==> src/rtl/alu_seq_if.sv <==
// Bus between the control sequencer and the registered ALU: instruction
// issue handshake, operand inputs, result write port and flag outputs.
interface alu_seq_if #(
  parameter int WIDTH = 16
) ();
  logic             start;
  logic [15:0]      instruction;
  logic [WIDTH-1:0] rddata;
  logic [WIDTH-1:0] rsdata;
  logic             skip_clr;
  logic [WIDTH-1:0] aluout;
  logic             wen;
  logic             done;
  logic             busy;
  logic             carry;
  logic             skip;

  // Sequencer side: issues instructions, consumes results and flags
  modport master (
    output start, instruction, rddata, rsdata, skip_clr,
    input  aluout, wen, done, busy, carry, skip
  );

  // ALU side
  modport slave (
    input  start, instruction, rddata, rsdata, skip_clr,
    output aluout, wen, done, busy, carry, skip
  );
endinterface

==> src/rtl/alu_seq.sv <==
// Registered ARM-class ALU with internal CARRY/SKIP flags, single-cycle
// arithmetic/logic ops and a WIDTH-cycle shift-add multiply, all behind a
// start/busy/done handshake. Operands are latched when start is accepted.
module alu_seq #(
  parameter int WIDTH = 16
) (
  input logic       clk,
  input logic       rst_n,
  alu_seq_if.slave  bus
);
  localparam int CNT_W = $clog2(WIDTH);
  localparam logic [CNT_W-1:0] LAST = CNT_W'(WIDTH - 1);

  typedef enum logic [1:0] {IDLE = 2'd0, EXEC = 2'd1, MUL = 2'd2} state_t;

  state_t state_reg, state_next;

  logic               arm_reg, cw_reg, c_reg, carry_reg, skip_reg;
  logic [3:0]         cond_reg;
  logic [WIDTH-1:0]   result_reg, mcand_reg, mplier_reg;
  logic [2*WIDTH-1:0] product_reg, addend, product_next;
  logic [CNT_W-1:0]   count_reg;

  // Decode of the instruction presented with start
  logic       in_arm, in_cin, accept, start_mul, unused_bits;
  logic [2:0] in_op;
  logic [WIDTH:0] single;

  assign in_arm      = (bus.instruction[15:14] == 2'b11);
  assign in_op       = bus.instruction[6:4];
  assign accept      = (state_reg == IDLE) && bus.start;
  assign start_mul   = in_arm && (in_op == 3'b100);
  assign unused_bits = ^bus.instruction[3:0];

  // Carry-in selection, using the carry flag as it stands at accept time
  always_comb begin
    in_cin = 1'b0;
    case (bus.instruction[13:12])
      2'b00: in_cin = 1'b0;
      2'b01: in_cin = 1'b1;
      2'b10: in_cin = carry_reg;
      2'b11: in_cin = bus.rsdata[WIDTH-1];
      default: in_cin = 1'b0;
    endcase
  end

  // Single-cycle result {c, r}, computed from the live operands at accept
  always_comb begin
    single = '0;
    case (in_op)
      3'b000: single = {1'b0, bus.rddata} + {1'b0, bus.rsdata} + {{WIDTH{1'b0}}, in_cin};
      3'b001: single = {1'b0, bus.rddata} + {1'b0, ~bus.rsdata} + {{WIDTH{1'b0}}, in_cin};
      3'b010: single = {1'b0, bus.rsdata} + {{WIDTH{1'b0}}, in_cin};
      3'b011: single = {bus.rsdata[0], in_cin, bus.rsdata[WIDTH-1:1]};
      3'b101: single = {1'b0, bus.rddata & bus.rsdata};
      3'b110: single = {1'b0, bus.rddata | bus.rsdata};
      3'b111: single = {1'b0, bus.rddata ^ bus.rsdata};
      default: single = '0;
    endcase
  end

  // One shift-add step: add the multiplicand shifted by the current bit index
  assign addend       = mplier_reg[count_reg] ? ({{WIDTH{1'b0}}, mcand_reg} << count_reg) : '0;
  assign product_next = product_reg + addend;

  // FSM state register
  always_ff @(posedge clk or negedge rst_n) begin
    if (!rst_n) state_reg <= IDLE;
    else        state_reg <= state_next;
  end

  // FSM next-state logic
  always_comb begin
    state_next = state_reg;
    case (state_reg)
      IDLE: if (bus.start) state_next = start_mul ? MUL : EXEC;
      EXEC: state_next = IDLE;
      MUL:  if (count_reg == LAST) state_next = EXEC;
      default: state_next = IDLE;
    endcase
  end

  // Operand latching, single-cycle result capture and multiply iteration
  always_ff @(posedge clk or negedge rst_n) begin
    if (!rst_n) begin
      arm_reg     <= 1'b0;
      cw_reg      <= 1'b0;
      cond_reg    <= '0;
      c_reg       <= 1'b0;
      result_reg  <= '0;
      mcand_reg   <= '0;
      mplier_reg  <= '0;
      product_reg <= '0;
      count_reg   <= '0;
    end else if (accept) begin
      arm_reg     <= in_arm;
      cw_reg      <= bus.instruction[7];
      cond_reg    <= bus.instruction[11:8];
      mcand_reg   <= bus.rddata;
      mplier_reg  <= bus.rsdata;
      product_reg <= '0;
      count_reg   <= '0;
      if (!start_mul) begin
        result_reg <= single[WIDTH-1:0];
        c_reg      <= single[WIDTH];
      end
    end else if (state_reg == MUL) begin
      product_reg <= product_next;
      count_reg   <= count_reg + CNT_W'(1);
      if (count_reg == LAST) begin
        result_reg <= product_next[WIDTH-1:0];
        c_reg      <= |product_next[2*WIDTH-1:WIDTH];
      end
    end
  end

  // Condition evaluated on the completed result and the post-update carry
  logic carry_new, cond_hit;
  assign carry_new = cw_reg ? c_reg : carry_reg;

  always_comb begin
    cond_hit = 1'b0;
    if (!cond_reg[3]) begin
      case (cond_reg[2:0])
        3'b000: cond_hit = 1'b0;
        3'b001: cond_hit = 1'b1;
        3'b010: cond_hit = carry_new;
        3'b011: cond_hit = !carry_new;
        3'b100: cond_hit = (result_reg == '0);
        3'b101: cond_hit = (result_reg != '0);
        3'b110: cond_hit = result_reg[WIDTH-1];
        3'b111: cond_hit = !result_reg[WIDTH-1];
        default: cond_hit = 1'b0;
      endcase
    end
  end

  // Flag registers: a completing ARM instruction beats a concurrent skip_clr
  always_ff @(posedge clk or negedge rst_n) begin
    if (!rst_n) begin
      carry_reg <= 1'b0;
      skip_reg  <= 1'b0;
    end else if ((state_reg == EXEC) && arm_reg) begin
      if (cw_reg) carry_reg <= c_reg;
      skip_reg <= cond_hit;
    end else if (bus.skip_clr) begin
      skip_reg <= 1'b0;
    end
  end

  assign bus.aluout = result_reg;
  assign bus.done   = (state_reg == EXEC);
  assign bus.wen    = (state_reg == EXEC) && arm_reg;
  assign bus.busy   = (state_reg != IDLE);
  assign bus.carry  = carry_reg;
  assign bus.skip   = skip_reg;
endmodule

==> src/flat_wrapper.sv <==
// flat-port wrapper written by rule: the top's interface ports become plain ports
module alu_seq_flat 
#(
  parameter int WIDTH = 16
)
  (clk, rst_n, bus_start, bus_instruction, bus_rddata, bus_rsdata, bus_skip_clr, bus_aluout, bus_wen, bus_done, bus_busy, bus_carry, bus_skip);
  alu_seq_if #(.WIDTH(WIDTH)) bus_i ();
  input logic clk;
  input logic rst_n;
  input wire logic [$bits(bus_i.start)-1:0] bus_start;
  input wire logic [$bits(bus_i.instruction)-1:0] bus_instruction;
  input wire logic [$bits(bus_i.rddata)-1:0] bus_rddata;
  input wire logic [$bits(bus_i.rsdata)-1:0] bus_rsdata;
  input wire logic [$bits(bus_i.skip_clr)-1:0] bus_skip_clr;
  output wire logic [$bits(bus_i.aluout)-1:0] bus_aluout;
  output wire logic [$bits(bus_i.wen)-1:0] bus_wen;
  output wire logic [$bits(bus_i.done)-1:0] bus_done;
  output wire logic [$bits(bus_i.busy)-1:0] bus_busy;
  output wire logic [$bits(bus_i.carry)-1:0] bus_carry;
  output wire logic [$bits(bus_i.skip)-1:0] bus_skip;
  assign bus_i.start = bus_start;
  assign bus_i.instruction = bus_instruction;
  assign bus_i.rddata = bus_rddata;
  assign bus_i.rsdata = bus_rsdata;
  assign bus_i.skip_clr = bus_skip_clr;
  assign bus_aluout = bus_i.aluout;
  assign bus_wen = bus_i.wen;
  assign bus_done = bus_i.done;
  assign bus_busy = bus_i.busy;
  assign bus_carry = bus_i.carry;
  assign bus_skip = bus_i.skip;
  alu_seq #(.WIDTH(WIDTH)) u_core (.clk(clk), .rst_n(rst_n), .bus(bus_i));
endmodule
==> config.mk <==
export PLATFORM = sky130hd
export DESIGN_NAME = alu_seq_flat
export DESIGN_NICKNAME = d
export VERILOG_FILES = /design/src/rtl/alu_seq_if.sv /design/src/rtl/alu_seq.sv /design/src/flat_wrapper.sv
export SDC_FILE = /design/constraint.sdc
export NUM_CORES = 1
export LEC_CHECK = 0
export ABC_CLOCK_PERIOD_IN_PS = 7010
export BUFFER_PORTS_ARGS = -buffer_cell sky130_fd_sc_hd__buf_2
export CORE_MARGIN = 1
export CORE_UTILIZATION = 37
export DETAILED_ROUTE_END_ITERATION = 12
export PLACE_DENSITY = 0.65
export SYNTH_ARGS = -nofsm -noshare
export SYNTH_HDL_FRONTEND = slang
export SYNTH_SLANG_ARGS = --single-unit
==> constraint.sdc <==
create_clock -name clk -period 7.01 [get_ports clk]
set_clock_uncertainty 0.2 [all_clocks]
set_input_delay 0.3505 -clock clk [delete_from_list [all_inputs] [get_ports clk]]
set_output_delay 0.3505 -clock clk [all_outputs]
set_load 0.03 [all_outputs]
==> results of run 1 <==
[where the power goes]
part           leakage (nW)  total (mW)  internal, mW  switching, mW
sequential             1.23       0.677         0.617         0.0604
clock                 0.151       0.512         0.257          0.255
combinational          3.25       0.673         0.240          0.433
total                  4.63        1.86          1.11          0.749
[placed cells by master, fill, tap and decap left out, types with 11 or more instances in the layout]
cell / n
buf_4: 14
nor2b_1: 20
ha_1: 81
dfrtp_1: 95
nand3_1: 40
nor3_1: 17
inv_1: 63
a21o_1: 17
buf_2: 67
a211oi_1: 22
a21oi_1: 88
nand2_1: 158
mux2_2: 11
nor2_1: 86
nor4_1: 17
o21ai_0: 123
a31oi_1: 14
o211ai_1: 12
a22oi_1: 13
mux2i_1: 39
o21a_1: 14
xnor2_1: 44
[cell families (layout without fill, tap and decap cells)]
kind of cell / Yosys count / count (layout) / share of synthesized area [%]
multiplexers: 56 / 56 / 6.980
adder cells (fa/ha/maj): 86 / 86 / 11.97
XOR/XNOR: 55 / 55 / 5.258
AO/OA/AOI/OAI: 376 / 376 / 25.44
flip-flops: 95 / 95 / 25.55
buffers and inverters: 133 / 166 / 5.420
AND/OR/NAND/NOR: 393 / 393 / 19.38
[tightest hold or removal path, cell delays in order]
cell	delay (ps)
buf_2	90
nand3_1	60
nand2_1	60
[metal layers]
metal | wire length, microns | share of wire, % | up-vias
met5 | 0 | 0 | -
met4 | 481 | 1.7 | 0
met3 | 1338 | 4.8 | 28
met2 | 13370 | 48 | 259
met1 | 12890 | 46 | 4192
li1 | - | - | 4348
[what timing repair did]
item	4_1_cts	5_1_grt
hold buffers	6	0
setup endpoints to repair	0	0
endpoints found under the hold margin	41	0
[per-stage QoR]
| step | utilization, % | cell area [sq um] | hold WS, ps | power, mW |
|---|---|---|---|---|
| 2_1_floorplan | - | 9304 | -145.1 | 1.136 |
| 3_3_place_gp | 40.41 | 9884 | 165.0 | 1.343 |
| 3_5_place_dp | 40.41 | 9884 | 167.8 | 1.349 |
| 4_1_cts | 41.92 | 10250 | 26.62 | 1.864 |
| 5_1_grt | 41.92 | 10250 | 23.59 | 1.966 |
| 6_report | 41.92 | 10250 | 22.98 | 1.863 |
[layout make-up]
class / count / area, sq um / share of cell area [%]
Tap cell: 324 / 405.4 / 3.954
Clock buffer: 9 / 225.2 / 2.196
Inverter: 63 / 236.5 / 2.306
Timing Repair Buffer: 87 / 500.5 / 4.881
Multi-Input combinational cell: 966 / 6425 / 62.66
Clock inverter: 7 / 83.83 / 0.8176
Sequential cell: 95 / 2377 / 23.18
[worst paths after layout]
kind | startpoint | to | slack (ps) | cells past startpoint
worst max-delay path | u_core.count_reg[0] | u_core.c_reg | 1230 | 17
worst min-delay path | bus_instruction[15] | u_core.arm_reg | 20 | 3
worst max register to register | u_core.count_reg[0] | u_core.c_reg | 1230 | 17
worst min register to register | u_core.cond_reg[3] | u_core.bus.skip | 260 | 1
max in group asynchronous | rst_n | u_core.product_reg[5] | 5140 | 3
min in group asynchronous | rst_n | u_core.product_reg[26] | 320 | 2
==> flow_summary.json, run 1 <==
{
  "worst_hold_path_type": "input pin to flop",
  "grt_antenna_before_repair": 0,
  "grt_usage_pct": 21.93,
  "cts_sinks": 95,
  "cts_tree": "built",
  "dp_hpwl_mm": 21.19,
  "setup_violations": 0,
  "rsz0062_at_grt": "false",
  "synth_most_common_cell": "nand2_1",
  "coreArea_sq_um": 24460,
  "nNetsFinal": 1360,
  "grt_pass1_vias": 8283,
  "setup_slack_ps": 1230,
  "grt_max_degree": 81,
  "synth_common_cells": "nand2_1, o21ai_0, dfrtp_1, a21oi_1, nor2_1",
  "initial_core_util_pct": 38.03,
  "routabilityCongestion": 0.9084,
  "power.density_nw_per_um2": 181.7,
  "drv_slew": 0,
  "ant_nets": 0,
  "synth_area_leaders": "dfrtp_1, ha_1, o21ai_0",
  "crit_family": "compound AO/OA/AOI/OAI gates",
  "nFillCells": 2465,
  "slew_headroom_pct": 16.82,
  "synth_nets": 1332,
  "critPathArrivalTime_ps": 5810,
  "cp_data_required_time_ps": 7040,
  "synthFlopType": "dfrtp_1",
  "cpPeakStageDelay_ps": 710,
  "vias": 8827,
  "stdcell_count": 1551,
  "crit_path_top_delay_cell": "o21ai_0",
  "drc_errors": 0,
  "status": "completed",
  "avgSynthCellArea_sq_um": 7.792,
  "fin_crit_ps": 5780,
  "drtIter0Drc": 599,
  "cts_setup_buffers": 0,
  "postSynthCellCount": 1194,
  "p_leak_nw": 4.629,
  "grt_overflow": 0,
  "diodes": 0,
  "met1_usage_pct": 29.92,
  "drt-total-wl_mm": 28.08,
  "drv_cap": 0,
  "ys_async_sr_fraction_pct": 100.0,
  "yosys.area.top_type": "dfrtp_1",
  "path_max_fanout": 15,
  "synth_top_area_share_pct": 25.55,
  "drt-wirelength-per-cell_microns": 18.11,
  "grt_pass1_wl_mm": 44.86,
  "path_class": "flop to flop",
  "post-place-ws_ps": 1327,
  "dieArea_sq_um": 25780,
  "yosys.cell_types.count": 65,
  "htree_num_levels": 3,
  "portBuffers": 68,
  "clock_path_buffers": 2,
  "final-hold-violation-count": 0,
  "tritoncts.num_buffers": 9,
  "rows": 57,
  "post_drt_via_cell_ratio": 5.691,
  "clk_pin_slew_ps": 80,
  "dpl.cell_count": 1529,
  "vdd_drop_max_mv": 0.1389,
  "yosys_register_bits": 95,
  "largest_reg_flops": 32,
  "area_growth_pct": 10.21,
  "syn_area_sq_um": 9304,
  "use_met3_pct": 2.608,
  "worst-path-buf-inv": 2,
  "path_cells": "mux4_2 > o21ai_0 > and2_0 > buf_4 > a211oi_1 > ha_1 > and4_1 > nand4_1 > nor4_1 > o21ai_1 > a21boi_1 > o21ai_0 > a22o_1 > or4b_1 > nor4_1 > buf_4 > a31oi_1",
  "yosysWarnings": 0,
  "ios": 73,
  "clock_latency_ps": 370,
  "cts_resized": 0,
  "dr.pass1.iters": 6,
  "clock.fmax_mhz": 173.0,
  "final.setup.tns_ps": 0,
  "post_route_cells_drive_above_1_share_pct": 10.43,
  "cp-end-kind": "flop",
  "tightestPinTransition_ps": 1245,
  "fp.dieH_microns": 160.6,
  "grtUsageMet2_pct": 36.58,
  "top_usage_layer": "met2",
  "cts_root_buf": "clkbuf_16",
  "post-route-period-util_pct": 82.45,
  "yosysSeqAreaShare_pct": 25.55,
  "start_kind": "flop",
  "die_x_microns": 160.6,
  "synth-edff-count": 0
}
No activity file was read; power rests on OpenSTA's default activity.
==> run 2, diff against run 1 <==
- ABC_CLOCK_PERIOD_IN_PS: 7010 -> 5500
- clock period: 7.01 -> 5.5 ns (I/O delays scaled with it)
==> flow_summary.json, run 2 (synthesis results as in run 1) <==
{
  "setup_slack_ps": 293.7,
  "drv_cap": 0,
  "coreArea_sq_um": 24460,
  "fp.dieH_microns": 160.6,
  "post-route-period-util_pct": 94.66,
  "post-place-ws_ps": -50.98,
  "cts_sinks": 95,
  "clk_pin_slew_ps": 90,
  "portBuffers": 68,
  "drv_slew": 0,
  "final_common_cell": "nand2_1",
  "diodes": 0,
  "p_leak_nw": 4.742,
  "largest_reg_flops": 32,
  "crit_path_top_delay_cell": "mux4_2",
  "path_cells": "mux4_2 > o21bai_1 > nor2_1 > ha_1 > fa_1 > a21o_1 > a221oi_2 > o2111ai_1 > o211ai_1 > a21oi_1 > or4_1 > o311ai_1 > or4b_1 > nor4_4 > buf_4 > a31oi_1",
  "setup_violations": 0,
  "grt_antenna_before_repair": 0,
  "tightestPinTransition_ps": 881.5,
  "grt_overflow": 0,
  "tritoncts.num_buffers": 9,
  "cpPeakStageDelay_ps": 580,
  "dr.pass1.iters": 5,
  "drtIter0Drc": 638,
  "routabilityCongestion": 0.9452,
  "grt_usage_pct": 22.11,
  "final.setup.tns_ps": 0,
  "fin_crit_ps": 5206,
  "drt-wirelength-per-cell_microns": 18.02,
  "vias": 8886,
  "rrSetupSlack_ps": 290,
  "start_kind": "flop",
  "grt_max_degree": 80,
  "rows": 57,
  "post_drt_via_cell_ratio": 5.645,
  "path_class": "flop to flop",
  "clock_latency_ps": 370,
  "final-hold-violation-count": 0,
  "critPathArrivalTime_ps": 5240,
  "grt_pass1_wl_mm": 45.17,
  "die_x_microns": 160.6,
  "worst_hold_path_type": "input pin to flop",
  "layout_common_cells": "nand2_1, o21ai_0, dfrtp_1",
  "cp-end-kind": "flop",
  "initial_core_util_pct": 38.03,
  "clock.fmax_mhz": 192.1,
  "nNetsFinal": 1383,
  "path_max_fanout": 8,
  "status": "completed",
  "slew_headroom_pct": 41.23,
  "post_route_cells_drive_above_1_share_pct": 12.32,
  "grt_pass1_vias": 8226,
  "dp_hpwl_mm": 21.55,
  "rsz0062_at_grt": "false",
  "cp_data_required_time_ps": 5540,
  "multi_input_comb_area_sq_um": 6447,
  "power.density_nw_per_um2": 228.5,
  "clock_path_buffers": 2,
  "ant_nets": 0,
  "vdd_drop_max_mv": 0.1820,
  "cts_tree": "built",
  "drc_errors": 0,
  "regArea_sq_um": 2380,
  "dieArea_sq_um": 25780,
  "drt-total-wl_mm": 28.37,
  "ios": 73,
  "cts_root_buf": "clkbuf_16",
  "area_growth_pct": 12.49,
  "htree_num_levels": 3,
  "nFillCells": 2500
}
## run 2: changes by cell type in the layout (fill, tap and decap cells not counted), moves of 2 or more
cell and change:
dfrtp_1 -2, dfrtp_2 +2, buf_4 +19, dlygate4sd3_1 +3
## run 2: final cells by class
cell class                      count  area share, %
Tap cell                          324          3.873
Clock buffer                        9          2.152
Timing Repair Buffer              110          6.539
Sequential cell                    95          22.74
Inverter                           63          2.295
Clock inverter                      7         0.8010
Multi-Input combinational cell    966          61.60
## run 2: repair_timing
item	CTS	global route
endpoints found under the setup margin	1	1
setup buffers	0	6
hold endpoints to repair	36	0
cloned	0	0
gates resized for setup	1	8
hold buffers	9	0
## run 2: stage by stage
step / util (%) / hold WS [ps] / total power, mW / cell area [sq um] / std cells
after CTS: 42.49 / 25.28 / 2.388 / 10400 / 1568
final: 42.79 / 29.44 / 2.392 / 10470 / 1574
after detailed placement: 40.84 / 72.25 / 1.726 / 9990 / 1543
after global placement: 40.84 / 65.12 / 1.718 / 9990 / 1543
after global routing: 42.79 / 47.44 / 2.525 / 10470 / 1574
after floorplan: - / -220.6 / 1.448 / 9304 / 1194
## run 2: final timing paths
path	endpoint	cells after the start	start
min reg2reg	u_core.bus.skip	1	u_core.cond_reg[3]
max	u_core.c_reg	16	u_core.count_reg[0]
min in group asynchronous	u_core.product_reg[25]	2	rst_n
min	u_core.state_reg[1]	3	bus_instruction[14]
max in group asynchronous	u_core.count_reg[1]	3	rst_n
max reg2reg	u_core.c_reg	16	u_core.count_reg[0]
## run 2: report_power, final
| part | switching [mW] | internal, mW | total (mW) |
|---|---|---|---|
| sequential | 0.0817 | 0.786 | 0.868 |
| combinational | 0.552 | 0.314 | 0.866 |
| clock | 0.331 | 0.326 | 0.658 |
## run 2: critical path, delay by kind of cell (launching register included)
family	cells	cell delay, ps
compound gates	8	1510
simple gates	4	1430
fa+ha+maj	2	650
mux	1	580
flops	1	510
buf+inv	1	180
## run 2: routing by layer
metal | global-route usage [%] | vias up | share of wire (%)
met5 | 0 | - | 0
li1 | - | 4390 | -
met2 | 36.86 | 226 | 47
met1 | 30.40 | 4245 | 47
met4 | 5.152 | 0 | 1.6
met3 | 2.660 | 25 | 4.4
